==> config.mk <==
export PLATFORM = sky130hd
export DESIGN_NAME = fb_write_arbiter_flat
export DESIGN_NICKNAME = d
export VERILOG_FILES = /design/src/rtl/fb_write_arbiter_pkg.sv /design/src/rtl/fb_write_arbiter_if.sv /design/src/rtl/fb_write_arbiter_rr_arbiter2.sv /design/src/rtl/fb_write_arbiter.sv /design/src/flat_wrapper.sv
export SDC_FILE = /design/constraint.sdc
export NUM_CORES = 1
export LEC_CHECK = 0
export ABC_AREA = 1
export CORE_ASPECT_RATIO = 0.7
export CORE_MARGIN = 10
export CORE_UTILIZATION = 41
export DETAILED_ROUTE_END_ITERATION = 12
export PLACE_DENSITY = 0.72
export RECOVER_POWER = 25
export SYNTH_ARGS = -nofsm -noshare
export SYNTH_HDL_FRONTEND = slang
export SYNTH_SLANG_ARGS = --single-unit
==> constraint.sdc <==
create_clock -name clk_25 -period 2.1 [get_ports clk_25]
set_input_delay 0.21 -clock clk_25 [delete_from_list [all_inputs] [get_ports clk_25]]
set_output_delay 0.21 -clock clk_25 [all_outputs]
set_load 0.02 [all_outputs]
==> src/rtl/fb_write_arbiter_pkg.sv <==
// Shared video definitions: framebuffer geometry defaults and arbiter state encoding.
// Used by the framebuffer write arbiter and the framebuffer/VGA blocks.
package fb_write_arbiter_pkg;

    localparam int          FB_ADDR_WIDTH     = 15;
    localparam int unsigned FB_PIXELS_DEFAULT = 19200;  // QQVGA 160x120

    typedef enum logic {
        ST_IDLE  = 1'b0,
        ST_CLEAR = 1'b1
    } arb_state_e;

    function automatic logic addr_in_range(input int unsigned addr, input int unsigned pixels);
        return addr < pixels;
    endfunction

endpackage

==> src/rtl/fb_write_arbiter_if.sv <==
// Two-requester pixel write port: each requester offers valid/addr/pixel and receives ready.
interface fb_write_arbiter_if
    import fb_write_arbiter_pkg::*;
#(
    parameter int ADDR_WIDTH = FB_ADDR_WIDTH
);
    logic                  req0_valid;
    logic [ADDR_WIDTH-1:0] req0_addr;
    logic                  req0_pixel;
    logic                  req0_ready;
    logic                  req1_valid;
    logic [ADDR_WIDTH-1:0] req1_addr;
    logic                  req1_pixel;
    logic                  req1_ready;

    modport master (
        output req0_valid, req0_addr, req0_pixel,
        output req1_valid, req1_addr, req1_pixel,
        input  req0_ready, req1_ready
    );

    modport slave (
        input  req0_valid, req0_addr, req0_pixel,
        input  req1_valid, req1_addr, req1_pixel,
        output req0_ready, req1_ready
    );
endinterface

==> src/rtl/fb_write_arbiter_rr_arbiter2.sv <==
// Two-way round-robin grant: a lone valid wins outright, a tie goes to the side ptr favours.
module rr_arbiter2 (
    input  logic [1:0] valid,
    input  logic       ptr,
    output logic [1:0] grant
);
    always_comb begin
        grant = valid;
        if (valid == 2'b11) begin
            grant = ptr ? 2'b10 : 2'b01;
        end
    end
endmodule

==> src/rtl/fb_write_arbiter.sv <==
// Framebuffer write arbiter: round-robin between two pixel writers, with a full-screen
// clear sweep that locks both writers out until the last address has been written.
module fb_write_arbiter
    import fb_write_arbiter_pkg::*;
#(
    parameter int          ADDR_WIDTH = FB_ADDR_WIDTH,
    parameter int unsigned FB_PIXELS  = FB_PIXELS_DEFAULT
) (
    input  logic                  clk_25,
    input  logic                  reset_n,
    input  logic                  clear_start,
    input  logic                  clear_value,
    output logic                  clear_busy,
    output logic                  clear_done,
    fb_write_arbiter_if.slave     req,
    output logic                  we,
    output logic [ADDR_WIDTH-1:0] write_addr,
    output logic                  pixel,
    output logic                  drop_err
);
    localparam logic [ADDR_WIDTH-1:0] LAST_ADDR = ADDR_WIDTH'(FB_PIXELS - 1);

    arb_state_e            state;
    logic                  ptr;       // 0: favour req0 on a tie
    logic [ADDR_WIDTH-1:0] clr_cnt;
    logic                  clr_val;

    logic [1:0]            valids;
    logic [1:0]            grant;
    logic                  serve;
    logic                  accept0;
    logic                  accept1;
    logic [ADDR_WIDTH-1:0] sel_addr;
    logic                  sel_pixel;
    logic                  sel_in_range;

    assign valids = {req.req1_valid, req.req0_valid};

    rr_arbiter2 u_rr (
        .valid (valids),
        .ptr   (ptr),
        .grant (grant)
    );

    // Gating with reset_n keeps both readys low for as long as reset is held.
    assign serve          = reset_n && (state == ST_IDLE) && !clear_start;
    assign req.req0_ready = serve && grant[0];
    assign req.req1_ready = serve && grant[1];
    assign accept0        = req.req0_ready && req.req0_valid;
    assign accept1        = req.req1_ready && req.req1_valid;

    always_comb begin
        sel_addr  = req.req0_addr;
        sel_pixel = req.req0_pixel;
        if (accept1) begin
            sel_addr  = req.req1_addr;
            sel_pixel = req.req1_pixel;
        end
        sel_in_range = addr_in_range(32'(sel_addr), FB_PIXELS);
    end

    always_ff @(posedge clk_25 or negedge reset_n) begin
        if (!reset_n) begin
            state      <= ST_IDLE;
            ptr        <= 1'b0;
            clr_cnt    <= '0;
            clr_val    <= 1'b0;
            we         <= 1'b0;
            write_addr <= '0;
            pixel      <= 1'b0;
            clear_busy <= 1'b0;
            clear_done <= 1'b0;
            drop_err   <= 1'b0;
        end else begin
            we         <= 1'b0;
            clear_done <= 1'b0;
            drop_err   <= 1'b0;
            case (state)
                ST_IDLE: begin
                    if (clear_start) begin
                        state      <= ST_CLEAR;
                        clr_val    <= clear_value;
                        clr_cnt    <= '0;
                        clear_busy <= 1'b1;
                    end else if (accept0 || accept1) begin
                        ptr <= accept0;
                        if (sel_in_range) begin
                            we         <= 1'b1;
                            write_addr <= sel_addr;
                            pixel      <= sel_pixel;
                        end else begin
                            drop_err <= 1'b1;
                        end
                    end
                end
                ST_CLEAR: begin
                    we         <= 1'b1;
                    write_addr <= clr_cnt;
                    pixel      <= clr_val;
                    // Leaving on the last address lets writers be served while it is on the bus.
                    if (clr_cnt == LAST_ADDR) begin
                        state      <= ST_IDLE;
                        clear_busy <= 1'b0;
                        clear_done <= 1'b1;
                    end else begin
                        clr_cnt <= clr_cnt + 1'b1;
                    end
                end
                default: state <= ST_IDLE;
            endcase
        end
    end
endmodule

==> src/flat_wrapper.sv <==
// flat-port wrapper written by rule: the top's interface ports become plain ports
module fb_write_arbiter_flat import fb_write_arbiter_pkg::*;
#(
    parameter int          ADDR_WIDTH = FB_ADDR_WIDTH,
    parameter int unsigned FB_PIXELS  = FB_PIXELS_DEFAULT
)
  (clk_25, reset_n, clear_start, clear_value, clear_busy, clear_done, we, write_addr, pixel, drop_err, req_req0_valid, req_req0_addr, req_req0_pixel, req_req1_valid, req_req1_addr, req_req1_pixel, req_req0_ready, req_req1_ready);
  fb_write_arbiter_if #(.ADDR_WIDTH(ADDR_WIDTH)) req_i ();
  input  logic clk_25;
  input  logic reset_n;
  input  logic clear_start;
  input  logic clear_value;
  output logic clear_busy;
  output logic clear_done;
  output logic we;
  output logic [ADDR_WIDTH-1:0] write_addr;
  output logic pixel;
  output logic drop_err;
  input wire logic [$bits(req_i.req0_valid)-1:0] req_req0_valid;
  input wire logic [$bits(req_i.req0_addr)-1:0] req_req0_addr;
  input wire logic [$bits(req_i.req0_pixel)-1:0] req_req0_pixel;
  input wire logic [$bits(req_i.req1_valid)-1:0] req_req1_valid;
  input wire logic [$bits(req_i.req1_addr)-1:0] req_req1_addr;
  input wire logic [$bits(req_i.req1_pixel)-1:0] req_req1_pixel;
  output wire logic [$bits(req_i.req0_ready)-1:0] req_req0_ready;
  output wire logic [$bits(req_i.req1_ready)-1:0] req_req1_ready;
  assign req_i.req0_valid = req_req0_valid;
  assign req_i.req0_addr = req_req0_addr;
  assign req_i.req0_pixel = req_req0_pixel;
  assign req_i.req1_valid = req_req1_valid;
  assign req_i.req1_addr = req_req1_addr;
  assign req_i.req1_pixel = req_req1_pixel;
  assign req_req0_ready = req_i.req0_ready;
  assign req_req1_ready = req_i.req1_ready;
  fb_write_arbiter #(.ADDR_WIDTH(ADDR_WIDTH), .FB_PIXELS(FB_PIXELS)) u_core (.clk_25(clk_25), .reset_n(reset_n), .clear_start(clear_start), .clear_value(clear_value), .clear_busy(clear_busy), .clear_done(clear_done), .req(req_i), .we(we), .write_addr(write_addr), .pixel(pixel), .drop_err(drop_err));
endmodule
==> results <==
- The flow ran to the end, and the final reports show no timing, DRC or antenna violations.
- The core footprint is 5230 sq um.
- After synthesis, flip-flops and latches occupy 42.9% of the total area.
- The worst setup path category is register to register.
- The share of cells above drive strength 1 is 8.36%.
- The average footprint of a synthesized cell is 7.55 sq um.
- The aggregate global-route resource usage is 15.0%.
- The later pin in the worst-skew pair is clocked with a latency of 0.29 ns.
- The top cell family by delay on the critical path is simple AND/OR/NAND/NOR gates.
- The analysis attributes to cell leakage a power of 0.00143 uW.
- The classification of the worst-slack hold path is input port to asynchronous set/reset pin.
- The count of mapped cells out of synthesis is 294.
- The synthesized design spends more area on one cell type than any other, namely dfrtp_1.
- The number of buffers inserted during clock tree synthesis is 5.
- The depth of the worst register-to-register path is 9.
- The final cell count without fillers is 431.
- The CTS H-tree depth is 2.
- The number of warnings reported in the yosys synthesis log is 0.
- Entering global routing, the biggest net connects 48 pins.
- The total power divided by cell area is 810 nW/um^2.
- The arrival time reported for the critical path endpoint is 2.11 ns.
- The first global-routing pass estimated 10.7 mm of wire.
- The floorplan row count is 22.
- The initial antenna violation count is 0.
- The number of violations of the max-capacitance limit is 0.
- Ranked by total cell area, the synthesized netlist is headed by dfrtp_1 43%, nand2_1 15%, nand3_1 7.2%, o21ai_0 4.7%, nor2_1 3.7%.
- The number of setup buffers added after CTS is 0.
- The largest stage delay on the critical path is 0.45 ns.
- Summed over all nets, the half-perimeter wirelength after detailed placement is 4.83 mm.
- Among all flip-flop cells after synthesis, the most frequent one is dfrtp_1.
- On the critical path, the stage with the largest delay is an instance of dfrtp_1.
- After synthesis, the share of flip-flops with an asynchronous set or reset is 100%.
- Counting both buffers and inverters, the worst setup path holds a total of 1.
- The final hold violation count is 0.
- Setup repair after global routing left no endpoint under its margin.
- The cell repeated most along the worst path is nand3_1.
- The routed layout has 2,192 vias.
- The count of inserted antenna diode cells is 0.
- The chip height is 81.5 um.
- The clock drives 38 sinks.
- Buffers placed on the I/O ports in this run total 59.
- The congestion estimate from routability-driven global placement came to 0.873.
- From left edge to right edge, the die measures 108 um.
- TritonCTS built the clock tree.
- The worst max-slew margin expressed relative to the limit is 37.2%.
- The library cell used as clock root buffer is clkbuf_8.
- The number of setup violations in the final report is 0.
- At the pin with the least slew margin, the transition time is 0.941 ns.
- For this run, the post-layout net count is 397.
- The largest registers in the layout are u_core.clr_cnt x15, u_core.write_addr x15.
- In the final routed layout, each cell accounts on average for 14.5 um.
- The length of the first detailed-routing pass in iterations is 4.
- Counting buffers and inverters, the worst setup path is 9 cells deep.
- The number of global-route vias before repair is 2,093.
- The routed design has 6.26 mm of wire.
- The total nets after synthesis is 333.
- Once detail routing completed, the nets flagged for antenna violations numbered 0.
- The register clock-pin slew on the reported worst setup and hold paths is 0.07 ns.
- After synthesis the cells add up to 2220 sq um.
- The critical path goes through ha_1 > nand3_1 > nor2_1 > nand4_1 > o21ai_2 > inv_2 > nand3_1 > nand2_1 > a21oi_1.
- The endpoint class of the critical path is a register.
- The max-slew violation count is 0.
- At the worst endpoint, the required time is 2.32 ns.
- The number of synthesized register bits is 38.
- VDD sags by at most 0.383 mV.
- Based on the critical path, the design can be clocked at up to 0.529 GHz.
- The final worst clock skew is 0.00497 ns.
- The number of design rule violations left after detail routing is 0.
- The total congestion overflow is 0.
- The portion of synthesized cell area occupied by the leading cell type is 42.9%.
- The number of DRC markers after the initial detailed-route iteration is 114.
- The mean number of vias per cell is 5.09.
- In this run the deepest clock path goes through 2 buffers.
- The clock period minus worst slack is 1.89 ns.
- Summed over all failing endpoints, the final setup total negative slack is 0 ns.
- The total placed cells including tap cells is 423.
- The floorplan step defined a die boundary enclosing 8800 sq um.
- The kind of start point of the critical path is a register.
- During I/O placement, the number of pins put on the boundary was 60.
- The synthesis-to-layout area growth is 34.8%.
- Synthesis instantiated 33 different standard cells from the library.
- The maximum fanout encountered on the critical timing path is 9.
- The final critical path takes up 90.1% of the cycle.
- Buffers inserted to repair hold after CTS numbered 0.
- The number of flops mapped to enable cells by yosys is 0.
- Once the floorplan was initialized, standard cells occupied 42.4% of the core.
[cell usage after synthesis, types with 3 or more instances]
library cell   n
buf_6          3
a21oi_1        7
nor3_1         9
nor2_1        22
dfrtp_1       38
buf_2          3
nand2_4        3
o31ai_1        5
inv_2          3
nand2_1       88
o21ai_0       21
o22ai_1        9
nand3_1       32
clkbuf_1       5
nand4_1        3
inv_1         20
xor2_1         7
[path summary, 6_finish.rpt]
path,endpoint,slack (ns),start
worst max-delay path,u_core.clr_cnt[2],0.21,u_core.clr_cnt[0]
worst min-delay path,u_core.write_addr[13],0.38,reset_n
worst max register to register,u_core.clr_cnt[2],0.21,u_core.clr_cnt[0]
worst min register to register,u_core.clear_busy,0.51,u_core.clear_busy
max in group asynchronous,u_core.clr_cnt[8],1.14,reset_n
min in group clk_25,u_core.clr_val,0.49,clear_value
[kinds of logic after synthesis]
logic type,synth area share (%)
XOR/XNOR,3.16
AND/OR/NAND/NOR,33.1
adder cells (fa/ha/maj),0.564
flip-flops,42.9
buffers and inverters,7.73
AO/OA/AOI/OAI,12.6
[report_power, final]
group	total [uW]	switching (uW)	internal (uW)
registers	1040	141	901
logic	856	476	380
clock network	525	261	264
[layout by cell type (no fill, tap or decap), types with 2 or more instances in the layout]
cell type / Yosys / layout
nand2_4: 3 / 3
o21ai_0: 21 / 21
dlymetal6s2s_1: 0 / 2
nand4_1: 3 / 3
xor2_1: 7 / 7
o31ai_1: 5 / 5
nand2_1: 88 / 88
inv_1: 20 / 20
nand3_1: 32 / 32
nor3_1: 9 / 9
dfrtp_1: 38 / 38
clkbuf_8: 0 / 6
o22ai_1: 9 / 9
a21oi_1: 7 / 7
inv_2: 3 / 3
nor2_1: 22 / 22
buf_4: 1 / 9
clkdlybuf4s50_1: 0 / 56
[layer usage]
metal | vias to the layer above | GRT usage, % | wire, um
met3 | 5 | 3.60 | 518
li1 | 1104 | - | -
met1 | 1012 | 21.2 | 2940
met4 | 0 | 3.72 | 50
met5 | - | 0 | 0
met2 | 71 | 22.5 | 2760
[per-stage QoR]
| step | total power [uW] | util (%) | setup slack [ns] | hold slack, ns | instance area (sq um) |
|---|---|---|---|---|---|
| after floorplan | 1500 | - | 0.377 | -0.0856 | 2220 |
| after global placement | 1890 | 55.3 | 0.0649 | 0.383 | 2890 |
| after detailed placement | 1900 | 55.3 | -0.0140 | 0.390 | 2890 |
| after CTS | 2440 | 57.2 | 0.0644 | 0.0774 | 2990 |
| after global routing | 2610 | 57.2 | 0.000981 | 0.444 | 2990 |
| final | 2420 | 57.2 | 0.208 | 0.376 | 2990 |
[cell type report]
cell class / instances / area [sq um]
Clock inverter: 2 / 12.5
Fill cell: 463 / 2240
Clock buffer: 6 / 82.6
Tap cell: 72 / 90.1
Inverter: 25 / 96.3
Multi-Input combinational cell: 219 / 1100
Timing Repair Buffer: 69 / 662
Sequential cell: 38 / 951
[what timing repair did]
action / in CTS / in global routing
gates resized for setup: 0 / 2
endpoints found under the setup margin: 0 / 2
endpoints found under the hold margin: 0 / 0
No activity file was read; power rests on OpenSTA's default activity.
==> RTL edit, RTL diff (same flow settings) <==
Make the reset (`reset_n`) synchronous in one clocked block.
--- a/src/rtl/fb_write_arbiter.sv
+++ b/src/rtl/fb_write_arbiter.sv
@@ -59,7 +59,7 @@
         sel_in_range = addr_in_range(32'(sel_addr), FB_PIXELS);
     end
 
-    always_ff @(posedge clk_25 or negedge reset_n) begin
+    always_ff @(posedge clk_25) begin
         if (!reset_n) begin
             state      <= ST_IDLE;
             ptr        <= 1'b0;
Check against the original RTL: differs if reset_n is asserted again (counterexample within 4 cycles, from zero or initial values and one cycle with reset_n low); with reset_n held inactive, the same outputs for 10 cycles.
==> RTL edit against the original RTL <==
Non-clock buffer count is 12 higher; area after synthesis is 3.8% lower; core utilization grew 3.9 points; clock skew about the same; synthesized cell count up 11%; worst setup slack better by 26 ps; final area up 0.33%; sequential cell count unchanged; routed wire length grew 10%; count of clock-buffer cells in the layout fell by 1.
Power is not compared: it rests on default switching activity, and its combinational part moved more than twofold at a synthesized area within 25%.
==> RTL edit: results <==
group,metric,value,unit
worst_setup_path,timing.rr.start,"u_core.clr_cnt[1]",
worst_setup_path,crit_arrival,2080,ps
worst_setup_path,slowest_delay,590,ps
worst_setup_path,crit_start,"reset_n",
worst_setup_path,crit_path_end,"u_core.write_addr[3]",
synth,synth_common_cells,"nand2_1 (79), dfxtp_1 (38), nand3_1 (38), nor2_1 (32), a21oi_1 (31)",
global_route,grt_usage,0.162,
drt,drt-vias-per-instance,5.20,
place,routabilityCongestion,0.893,
drt,firstDrtPassIters,5,
worst_setup_path,rrSetupSlack,310,ps
place,post-dp-hpwl,5.34,mm
worst_setup_path,slowest_stage,"clkdlybuf4s50_1",
synth,synth.area.top_cells,"dfxtp_1 (36%), nand2_1 (14%), nand3_1 (8.9%)",
run_status,outcome,"finished clean",
min_path,min_path_type,"reg2reg",
synth,syn_area_per_cell,6.56,sq um
worst_setup_path,r2r-end,"u_core.clr_cnt[14]",
worst_setup_path,worstPathMaxFanout,11,
synth,ys_types,34,
timing,skew,5.47,ps
global_route,grt_pass1_wl,11.5,mm
finish,nNetsFinal,438,
drt,post_drt_wl_per_cell,14.8,microns
finish,drive_above_1_share,0.100,
synth,ys.flop_type,"dfxtp_1",
synth,syn_nets,364,
drt,vias,2435,
drt,drt_iter0_drc,204,
global_route,grt_pass1_vias,2312,
finish,n_fill_cell,480,
synth,async_flop_share,0,
[RTL edit: cell types whose count changed in the layout (fill, tap and decap cells not counted), moves of 7 or more]
cell and delta:
dfrtp_1 -38, a21oi_1 +24, nand2_1 -9, dfxtp_1 +38
inv_1 +8, nand4_1 +7, clkdlybuf4s50_1 -9, buf_4 +11
nor2_1 +10, dlygate4sd3_1 +10
[RTL edit: logic make-up (layout without fill, tap and decap cells)]
| logic type | count (synthesis) | after routing | synth area share |
|---|---|---|---|
| buf+inv | 45 | 119 | 0.0874 |
| simple gates | 171 | 171 | 0.366 |
| flops | 38 | 38 | 0.357 |
| xor+xnor | 2 | 2 | 0.00821 |
| fa+ha+maj | 1 | 1 | 0.00586 |
| compound gates | 68 | 68 | 0.176 |
[RTL edit: worst min-delay path by stage]
stage / start / to / slack [ps] / cells past startpoint
floorplan: reset_n / u_core.clr_val / 350 / 2
global placement: u_core.clr_val / u_core.clr_val / 460 / 2
detailed placement: u_core.clr_val / u_core.clr_val / 470 / 2
CTS: u_core.clr_val / u_core.clr_val / 480 / 2
global route: u_core.clr_val / u_core.clr_val / 510 / 2
finish: u_core.write_addr[10] / u_core.write_addr[10] / 480 / 2
[RTL edit: final cells by class]
cell class	instances	area share
clock buffers	5	0.0229
clock inverters	2	0.00334
inverters	31	0.0396
multi-input cells	242	0.395
flip-flops and latches	38	0.254
well taps	69	0.0288
repair buffers	81	0.256
[RTL edit: worst register-to-register path: cells and delay by family (launching register included)]
family | cells | cell delay (ps)
adders and majority gates | 1 | 200
AOI/OAI and AO/OA | 1 | 50
xor gates and xnor gates | 1 | 150
and+or+nand+nor | 6 | 940
DFF | 1 | 410
[RTL edit: power groups by stage]
stage	Clock, mW	Sequential (mW)	Combinational, mW
after global routing	0.513	0.768	0.392
final	0.475	0.765	0.357
after CTS	0.483	0.766	0.363
after floorplan	0	0.811	0.148
after detailed placement	0	0.782	0.361
after global placement	0	0.782	0.358
[RTL edit: per-stage QoR]
step           setup slack (ps)  cell area (sq um)  total power, mW
2_1_floorplan               443               2130            0.959
3_3_place_gp               1.85               2920             1.14
3_5_place_dp              -33.7               2920             1.14
4_1_cts                    3.75               3000             1.61
5_1_grt                    34.5               3000             1.67
6_report                    234               3000             1.60
[RTL edit: repair_timing]
action                     CTS  global route
hold endpoints to repair     0             0
gates resized for setup      0             2
setup endpoints to repair    0             2
[RTL edit: layer usage]
metal / track usage / wire, microns / vias to the layer above
li1: - / - / 1239
met1: 0.225 / 3440 / 1088
met2: 0.235 / 2760 / 104
met3: 0.0598 / 685 / 4
met4: 0.0243 / 23 / 0
met5: 0 / 0 / -
